$ cat src/rtl/uart_rx.sv
// uart_rx: 8N1 serial receiver with a one-byte holding register.
// The line is synchronized, start edges are detected only while idle,
// every bit is sampled at mid-bit, and the byte is handed off through
// a valid/ready holding register. Errors are reported as single-cycle pulses.
module uart_rx #(
    parameter int CLK    = 50_000_000,
    parameter int BAUD   = 9600,
    parameter int ONEBIT = CLK / BAUD
) (
    input  logic       clk,
    input  logic       rst,
    input  logic       uart_rxd,
    output logic [7:0] rx_data,
    output logic       rx_valid,
    input  logic       rx_ready,
    output logic       frame_err,
    output logic       overrun
);

    localparam int HALF = ONEBIT / 2;
    // The counter is at least 20 bits wide and always wide enough to hold ONEBIT-1.
    localparam int CW   = ($clog2(ONEBIT) > 20) ? $clog2(ONEBIT) : 20;
    localparam logic [CW-1:0] LAST      = CW'(ONEBIT - 1);
    localparam logic [CW-1:0] SAMPLE_AT = CW'(HALF - 1);

    typedef enum logic [1:0] {
        IDLE,
        START,
        DATA,
        STOP
    } state_t;

    state_t        state_reg;
    logic [CW-1:0] cnt_reg;
    logic [2:0]    bit_idx_reg;
    logic [7:0]    shift_reg;
    logic [7:0]    rx_data_reg;
    logic          rx_valid_reg;
    logic          frame_err_reg;
    logic          overrun_reg;
    // [0] first sync stage, [1] synchronized line, [2] history for edge detect
    logic [2:0]    sync_chain_reg;

    logic rxd_sync;
    logic fall_edge;
    logic sample_pt;
    logic bit_end;
    logic handshake;

    assign rxd_sync  = sync_chain_reg[1];
    assign fall_edge = sync_chain_reg[2] & ~sync_chain_reg[1];
    assign sample_pt = (cnt_reg == SAMPLE_AT);
    assign bit_end   = (cnt_reg == LAST);
    assign handshake = rx_valid_reg & rx_ready;

    assign rx_data   = rx_data_reg;
    assign rx_valid  = rx_valid_reg;
    assign frame_err = frame_err_reg;
    assign overrun   = overrun_reg;

    // Two-flop synchronizer plus a history flop; all reset to the idle level.
    always_ff @(posedge clk) begin
        if (rst) begin
            sync_chain_reg <= 3'b111;
        end else begin
            sync_chain_reg <= {sync_chain_reg[1:0], uart_rxd};
        end
    end

    // Receive FSM with bit timing, shift register and output holding register.
    always_ff @(posedge clk) begin
        if (rst) begin
            state_reg     <= IDLE;
            cnt_reg       <= '0;
            bit_idx_reg   <= 3'd0;
            shift_reg     <= 8'h00;
            rx_data_reg   <= 8'h00;
            rx_valid_reg  <= 1'b0;
            frame_err_reg <= 1'b0;
            overrun_reg   <= 1'b0;
        end else begin
            frame_err_reg <= 1'b0;
            overrun_reg   <= 1'b0;
            if (handshake) begin
                rx_valid_reg <= 1'b0;
            end

            case (state_reg)
                IDLE: begin
                    cnt_reg     <= '0;
                    bit_idx_reg <= 3'd0;
                    if (fall_edge) begin
                        state_reg <= START;
                    end
                end

                START: begin
                    if (sample_pt && rxd_sync) begin
                        // Line went back high before mid-bit: treat as a glitch.
                        state_reg <= IDLE;
                        cnt_reg   <= '0;
                    end else if (bit_end) begin
                        state_reg   <= DATA;
                        cnt_reg     <= '0;
                        bit_idx_reg <= 3'd0;
                    end else begin
                        cnt_reg <= cnt_reg + 1'b1;
                    end
                end

                DATA: begin
                    if (sample_pt) begin
                        shift_reg <= {rxd_sync, shift_reg[7:1]};
                    end
                    if (bit_end) begin
                        cnt_reg <= '0;
                        if (bit_idx_reg == 3'd7) begin
                            state_reg <= STOP;
                        end else begin
                            bit_idx_reg <= bit_idx_reg + 3'd1;
                        end
                    end else begin
                        cnt_reg <= cnt_reg + 1'b1;
                    end
                end

                STOP: begin
                    if (sample_pt) begin
                        // Decide at mid stop bit and return to idle immediately.
                        state_reg <= IDLE;
                        cnt_reg   <= '0;
                        if (!rxd_sync) begin
                            frame_err_reg <= 1'b1;
                        end else if (!rx_valid_reg || rx_ready) begin
                            // Either empty, or the old byte leaves this very cycle.
                            rx_data_reg  <= shift_reg;
                            rx_valid_reg <= 1'b1;
                        end else begin
                            overrun_reg <= 1'b1;
                        end
                    end else begin
                        cnt_reg <= cnt_reg + 1'b1;
                    end
                end

                default: begin
                    state_reg <= IDLE;
                    cnt_reg   <= '0;
                end
            endcase
        end
    end

endmodule

$ cat config.mk
export PLATFORM = sky130hd
export DESIGN_NAME = uart_rx
export DESIGN_NICKNAME = d
export VERILOG_FILES = /design/src/rtl/uart_rx.sv
export SDC_FILE = /design/constraint.sdc
export NUM_CORES = 1
export LEC_CHECK = 0
export ABC_AREA = 1
export CELL_PAD_IN_SITES_DETAIL_PLACEMENT = 0
export CELL_PAD_IN_SITES_GLOBAL_PLACEMENT = 1
export CORE_MARGIN = 2
export CORE_UTILIZATION = 48
export CTS_BUF_LIST = sky130_fd_sc_hd__clkbuf_8
export DETAILED_ROUTE_END_ITERATION = 7
export PLACE_DENSITY = 0.93
export SLEW_MARGIN = 30
export SYNTH_ARGS = -nofsm -noshare
export SYNTH_HDL_FRONTEND = slang
export SYNTH_SLANG_ARGS = --single-unit
$ cat constraint.sdc
create_clock -name clk -period 3 [get_ports clk]
set_input_delay 0.6 -clock clk [delete_from_list [all_inputs] [get_ports clk]]
set_output_delay 0.6 -clock clk [all_outputs]
set_load 0.05 [all_outputs]
==> results.yml, run 1 <==
setup_path:
  setup.worst_path.end_class: "primary output"
  arrival_ns: 1.46
  cp.required_ns: 2.40
  cp_slowest_cell: "clkdlybuf4s50_1"
  cp_slowest_stage_delay_ns: 0.80
  crit_path_start: "rx_data[5]"
  start_kind: "flip-flop"
  worstPathMaxFanout: 2
  critical_path.top_delay_family: "buffers and inverters"
  path_class: "flip-flop to primary output"
  path_cells: "clkdlybuf4s50_1"
  worst_r2r_path_depth: 12
  path_buf_inv: 1
  rrSetupSlack_ns: 1.06
  worstReg2RegStart: "cnt_reg[0]"
sta:
  clock_skew_ns: 0.0104
  fin_crit_ns: 2.06
  finalCritPeriodShare: 0.685
  relSlewSlack: 0.666
  fin_ws_ns: 0.945
  drv_slew: 0
  fmax_mhz: 487
  setup_violations: 0
  setup_tns_ns: 0
  rsz0062_at_grt: "no"
  timing.hold.ws_ns: 0.412
  hold_viol_final: 0
  tightest_slew_ns: 0.499
drt:
  viasPerCell: 5.12
  detail-route-antenna-nets: 0
  wl_met1_um: 2250
  routedWlPerCell_um: 11.9
  drc_errors: 0
  vias: 1852
  wl_met3_um: 143
  drt_first_pass_iters: 5
  dr.first_iter.drc_count: 150
  wl_um: 4310
  routed-wl-met2_um: 1860
  highest_layer: "met4"
grt:
  grt_pass1_vias: 1725
  grt_overflow: 0
  antenna_found_initial: 0
  grt.total_usage: 0.186
  grt_max_degree: 18
  grt_pass1_wl_um: 7580
cts:
  postCtsSetupRepairBufs: 0
  clock-sinks: 47
  cts.clk_slew.worst_paths_ns: 0.10
  clockBufferDepth: 2
  cts-root-buf: "clkbuf_8"
  cts-hold-fix-buffers: 0
  clock_latency_ns: 0.30
  htree_levels: 2
  cts_buffers: 5
  cts_tree: "done"
  cts_resized: 0
placed_design:
  place_congestion: 0.829
  hpwl_um: 3230
  io_buffers: 14
  post-place-ws_ns: 1.05
floorplan:
  rows: 24
  core_area_um2: 4380
  die_area_um2: 5130
  initial_utilization: 0.501
  io_pins: 15
  die_h_um: 71.6
  die_w_um: 71.6
power_and_ir_drop:
  power_mw: 1.27
  power.leakage_nw: 0.949
  ir_drop_v: 0.000333
  power-per-cell-area_nw_per_um2: 512
cells_and_area:
  drive_gt1_frac: 0.116
  final-seq-area_um2: 941
  fin_util: 0.566
  multi_input_area_um2: 1100
  largest_register_ffs: 20
  layout.nets: 317
  diodes: 0
  area_delta_synth_final_pct: 13.1
  nFillCells: 404
hold_path:
  hp-class: "flip-flop to flip-flop"
  min_to: "sync_chain_reg[1]"
  worstHoldStart: "sync_chain_reg[0]"
  min_delay_path_depth: 1
synth:
  synthesis.nets: 299
  synth-seq-cells: 47
  syn_area_um2: 2190
  yosys_warnings: 0
  synth_cells: 291
  yosysSeqAreaShare: 0.429
  synth.distinct_cells: 32
  syn_area_per_cell_um2: 7.54
run:
  drv_cap: 0
run_status:
  outcome: "finished clean"
-- power by group --
| group | leakage (nW) | total (mW) | internal, mW | switching, mW |
|---|---|---|---|---|
| combinational | 0.523 | 0.189 | 0.0643 | 0.125 |
| sequential | 0.380 | 0.678 | 0.649 | 0.0289 |
| clock | 0.0467 | 0.404 | 0.173 | 0.231 |
-- how the worst max path moves through the flow --
| stage | endpoint | slack [ns] | cells after the start |
|---|---|---|---|
| final | rx_data[5] | 0.94 | 1 |
| after global routing | flip-flop | 0.76 | 12 |
| after CTS | rx_data[4] | 0.93 | 1 |
| after detailed placement | cnt_reg[2] | 1.05 | 4 |
| after global placement | cnt_reg[2] | 1.0 | 4 |
| after floorplan | flip-flop | 1.33 | 12 |
-- metrics by stage --
step | area [um2] | std cells
2_1_floorplan | 2190 | 291
3_3_place_gp | 2380 | 354
3_5_place_dp | 2380 | 354
4_1_cts | 2480 | 362
5_1_grt | 2480 | 362
6_report | 2480 | 362
-- cells in the mapped netlist --
master | n | share of area
nand2_2 | 2 | 0.0057
nand2_1 | 55 | 0.094
nor3_1 | 6 | 0.014
nor4_1 | 4 | 0.011
nand4_4 | 1 | 0.0097
nor3_4 | 2 | 0.015
nand3_2 | 3 | 0.014
buf_6 | 1 | 0.0051
xnor2_1 | 2 | 0.0080
nand3b_1 | 1 | 0.0034
nand4_1 | 8 | 0.023
xor2_1 | 10 | 0.040
a211oi_1 | 1 | 0.0034
nor2_1 | 51 | 0.087
o21ai_0 | 12 | 0.027
o21bai_1 | 1 | 0.0034
inv_1 | 26 | 0.044
nor2_2 | 3 | 0.0086
a21oi_1 | 15 | 0.034
dfxtp_1 | 47 | 0.43
inv_2 | 8 | 0.014
o2111ai_1 | 1 | 0.0040
or2_0 | 1 | 0.0029
o22ai_1 | 1 | 0.0029
nand3_1 | 13 | 0.030
ha_1 | 4 | 0.023
nor2_4 | 2 | 0.010
or2_2 | 2 | 0.0057
nand2_4 | 1 | 0.0051
nor3_2 | 3 | 0.014
o211a_1 | 1 | 0.0046
clkbuf_1 | 3 | 0.0051
-- final cells by class --
type,count,share of cell area
repair buffers,15,0.0595
inverters,34,0.0514
multi-input cells,206,0.445
clock buffers,5,0.0277
clock inverters,3,0.0111
flip-flops and latches,47,0.379
well taps,52,0.0262
-- routing by layer --
layer,track usage,vias to the layer above
li1,-,980
met1,0.269,831
met2,0.272,32
met3,0.0422,9
met4,0.0650,0
met5,0,-
-- cell families (layout without fill, tap and decap cells) --
kind of cell               Yosys count  after routing  share of synthesized area
xor gates and xnor gates            12             12                     0.0479
adders and majority gates            4              4                     0.0228
AOI/OAI and AO/OA                   32             32                     0.0798
and+or+nand+nor                    158            158                      0.352
DFF                                 47             47                      0.429
buffers and inverters               38             57                     0.0684
-- placed cells by master (no fill, tap or decap), drive strengths merged, types with 2 or more instances in the layout --
master         instances
xnor2                  2
clkbuf                 5
xor2                  10
nor4                   4
clkdlybuf4s50         14
inv                   36
or2                    3
nand4                  9
nor2                  56
dfxtp                 47
nand2                 58
o21ai                 12
nand3                 16
ha                     4
nor3                  11
a21oi                 15
(Power assumes the default switching activity.)
==> inputs of run 2 (changes only) <==
--- a/config.mk
+++ b/config.mk
@@ -9,10 +9,10 @@
 export CELL_PAD_IN_SITES_DETAIL_PLACEMENT = 0
 export CELL_PAD_IN_SITES_GLOBAL_PLACEMENT = 1
 export CORE_MARGIN = 2
-export CORE_UTILIZATION = 48
+export CORE_UTILIZATION = 40
 export CTS_BUF_LIST = sky130_fd_sc_hd__clkbuf_8
 export DETAILED_ROUTE_END_ITERATION = 7
-export PLACE_DENSITY = 0.93
+export PLACE_DENSITY = 0.84
 export SLEW_MARGIN = 30
 export SYNTH_ARGS = -nofsm -noshare
 export SYNTH_HDL_FRONTEND = slang
==> constraint.sdc (replaced) <==
create_clock -name clk -period 1.76 [get_ports clk]
set_input_delay 0.352 -clock clk [delete_from_list [all_inputs] [get_ports clk]]
set_output_delay 0.352 -clock clk [all_outputs]
set_load 0.05 [all_outputs]
==> results.yml, run 2 (synthesized netlist as in run 1, its figures left out) <==
run_status:
  outcome: "finished clean"
grt:
  grt_pass1_wl_um: 7760
  grt_util_met2: 0.243
  grt_overflow: 0
  grt_max_degree: 18
  grt-busiest-layer: "met2"
  grt_use_met1: 0.225
  use_met3: 0.0310
  antenna_found_initial: 0
  grt.total_usage: 0.160
  grt_pass1_vias: 1716
sta:
  tightest_slew_ns: 0.781
  setup_violations: 0
  relSlewSlack: 0.478
  fin_crit_ns: 1.64
  finalCritPeriodShare: 0.931
  drv_slew: 0
  rsz0062_at_grt: "yes"
  hold_viol_final: 0
  fmax_mhz: 610
  clock_skew_ns: 0.00500
  timing.hold.ws_ns: 0.419
setup_path:
  worst_r2r_path_depth: 12
  cp.required_ns: 1.96
  setup.worst_path.end_class: "flip-flop"
  rrSetupSlack_ns: 0.12
  worstReg2RegStart: "cnt_reg[0]"
  arrival_ns: 1.84
  start_kind: "flip-flop"
  worstPathMaxFanout: 3
  path_class: "flip-flop to flip-flop"
cts:
  cts_buffers: 5
  clock-sinks: 47
  cts-hold-fix-buffers: 0
  cts.clk_slew.worst_paths_ns: 0.09
  clock_latency_ns: 0.30
  htree_levels: 2
  postCtsSetupRepairBufs: 0
  cts-root-buf: "clkbuf_8"
  clockBufferDepth: 2
  cts_tree: "done"
  cts_resized: 0
floorplan:
  die_w_um: 78.1
  io_pins: 15
  initial_utilization: 0.422
  core_area_um2: 5200
  die_h_um: 78.1
  die_area_um2: 6090
  rows: 26
power_and_ir_drop:
  ir_drop_v: 0.000354
  power-per-cell-area_nw_per_um2: 874
  power.leakage_nw: 1.02
  power_mw: 2.27
placed_design:
  hpwl_um: 3390
  io_buffers: 14
  place_congestion: 0.799
  placedCellCount: 380
cells_and_area:
  drive_gt1_frac: 0.201
  final_common_cell: "nand2_1"
  finalNonFillerCells: 389
  fin_util: 0.499
  layout_common_cells: "54 x nand2_1, 49 x nor2_1, 44 x dfxtp_1"
  area_delta_synth_final_pct: 18.3
  largest_register_ffs: 20
  diodes: 0
  layout.nets: 326
drt:
  drc_errors: 0
  vias: 1833
  wl_um: 4610
  detail-route-antenna-nets: 0
  routedWlPerCell_um: 11.8
  viasPerCell: 4.71
  dr.first_iter.drc_count: 75
  drt_first_pass_iters: 4
run:
  drv_cap: 0
hold_path:
  min_delay_path_depth: 1
  worstHoldStart: "sync_chain_reg[0]"
  min_to: "sync_chain_reg[1]"
  hp-class: "flip-flop to flip-flop"
[run 2: cell types whose count changed in the layout (fill, tap and decap cells not counted), sizes merged]
cell	delta
nand2	+1
inv	-2
clkinv	+1
clkdlybuf4s50	-11
buf	+19
clkbuf	+1
[run 2: metrics by stage]
stage / setup TNS [ns] / instance area (um2) / worst slack (ns)
after detailed placement: 0 / 2440 / 0.0498
after global placement: 0 / 2440 / 0.00708
after global routing: -0.0793 / 2600 / -0.0239
after floorplan: 0 / 2190 / 0.0858
after CTS: 0 / 2540 / 0.0324
final: 0 / 2600 / 0.122
[run 2: final cells by class]
cell class / instances / area, um2
timing repair buffer: 23 / 180
multi-input combinational: 207 / 1160
clock buffer: 6 / 82.6
fill: 545 / 2610
clock inverter: 2 / 16.3
inverter: 34 / 128
sequential: 47 / 945
tap: 70 / 87.6
[run 2: critical path, stage by stage (launching register included)]
cell and delay [ns]:
dfxtp_2 0.35, ha_1 0.16, nand2_1 0.09, inv_2 0.08, nand2_1 0.05, nor2_1 0.12, nand3_2 0.13, nand2_2 0.12
nand2_1 0.07, nor2_2 0.14, nand3_1 0.10, nand2_1 0.07, a21oi_1 0.05
[run 2: report_power, final]
part	switching [mW]	internal (mW)
registers	0.0483	1.11
clock network	0.368	0.321
logic	0.287	0.139
total	0.703	1.57
[run 2: how the worst max path moves through the flow]
stage	from	to	slack [ns]	cells after the start
2_1_floorplan	cnt_reg[0]	flip-flop	0.09	12
3_3_place_gp	cnt_reg[0]	flip-flop	0.007	12
3_5_place_dp	cnt_reg[0]	flip-flop	0.05	12
4_1_cts	cnt_reg[0]	flip-flop	0.03	12
5_1_grt	cnt_reg[11]	rx_data[4]	-0.02	9
6_report	cnt_reg[0]	flip-flop	0.12	12
[run 2: per-layer routing]
metal / share of wire / up-vias
met5: 0 / -
met4: 0.015 / 0
met3: 0.032 / 7
met2: 0.44 / 28
met1: 0.51 / 800
li1: - / 998
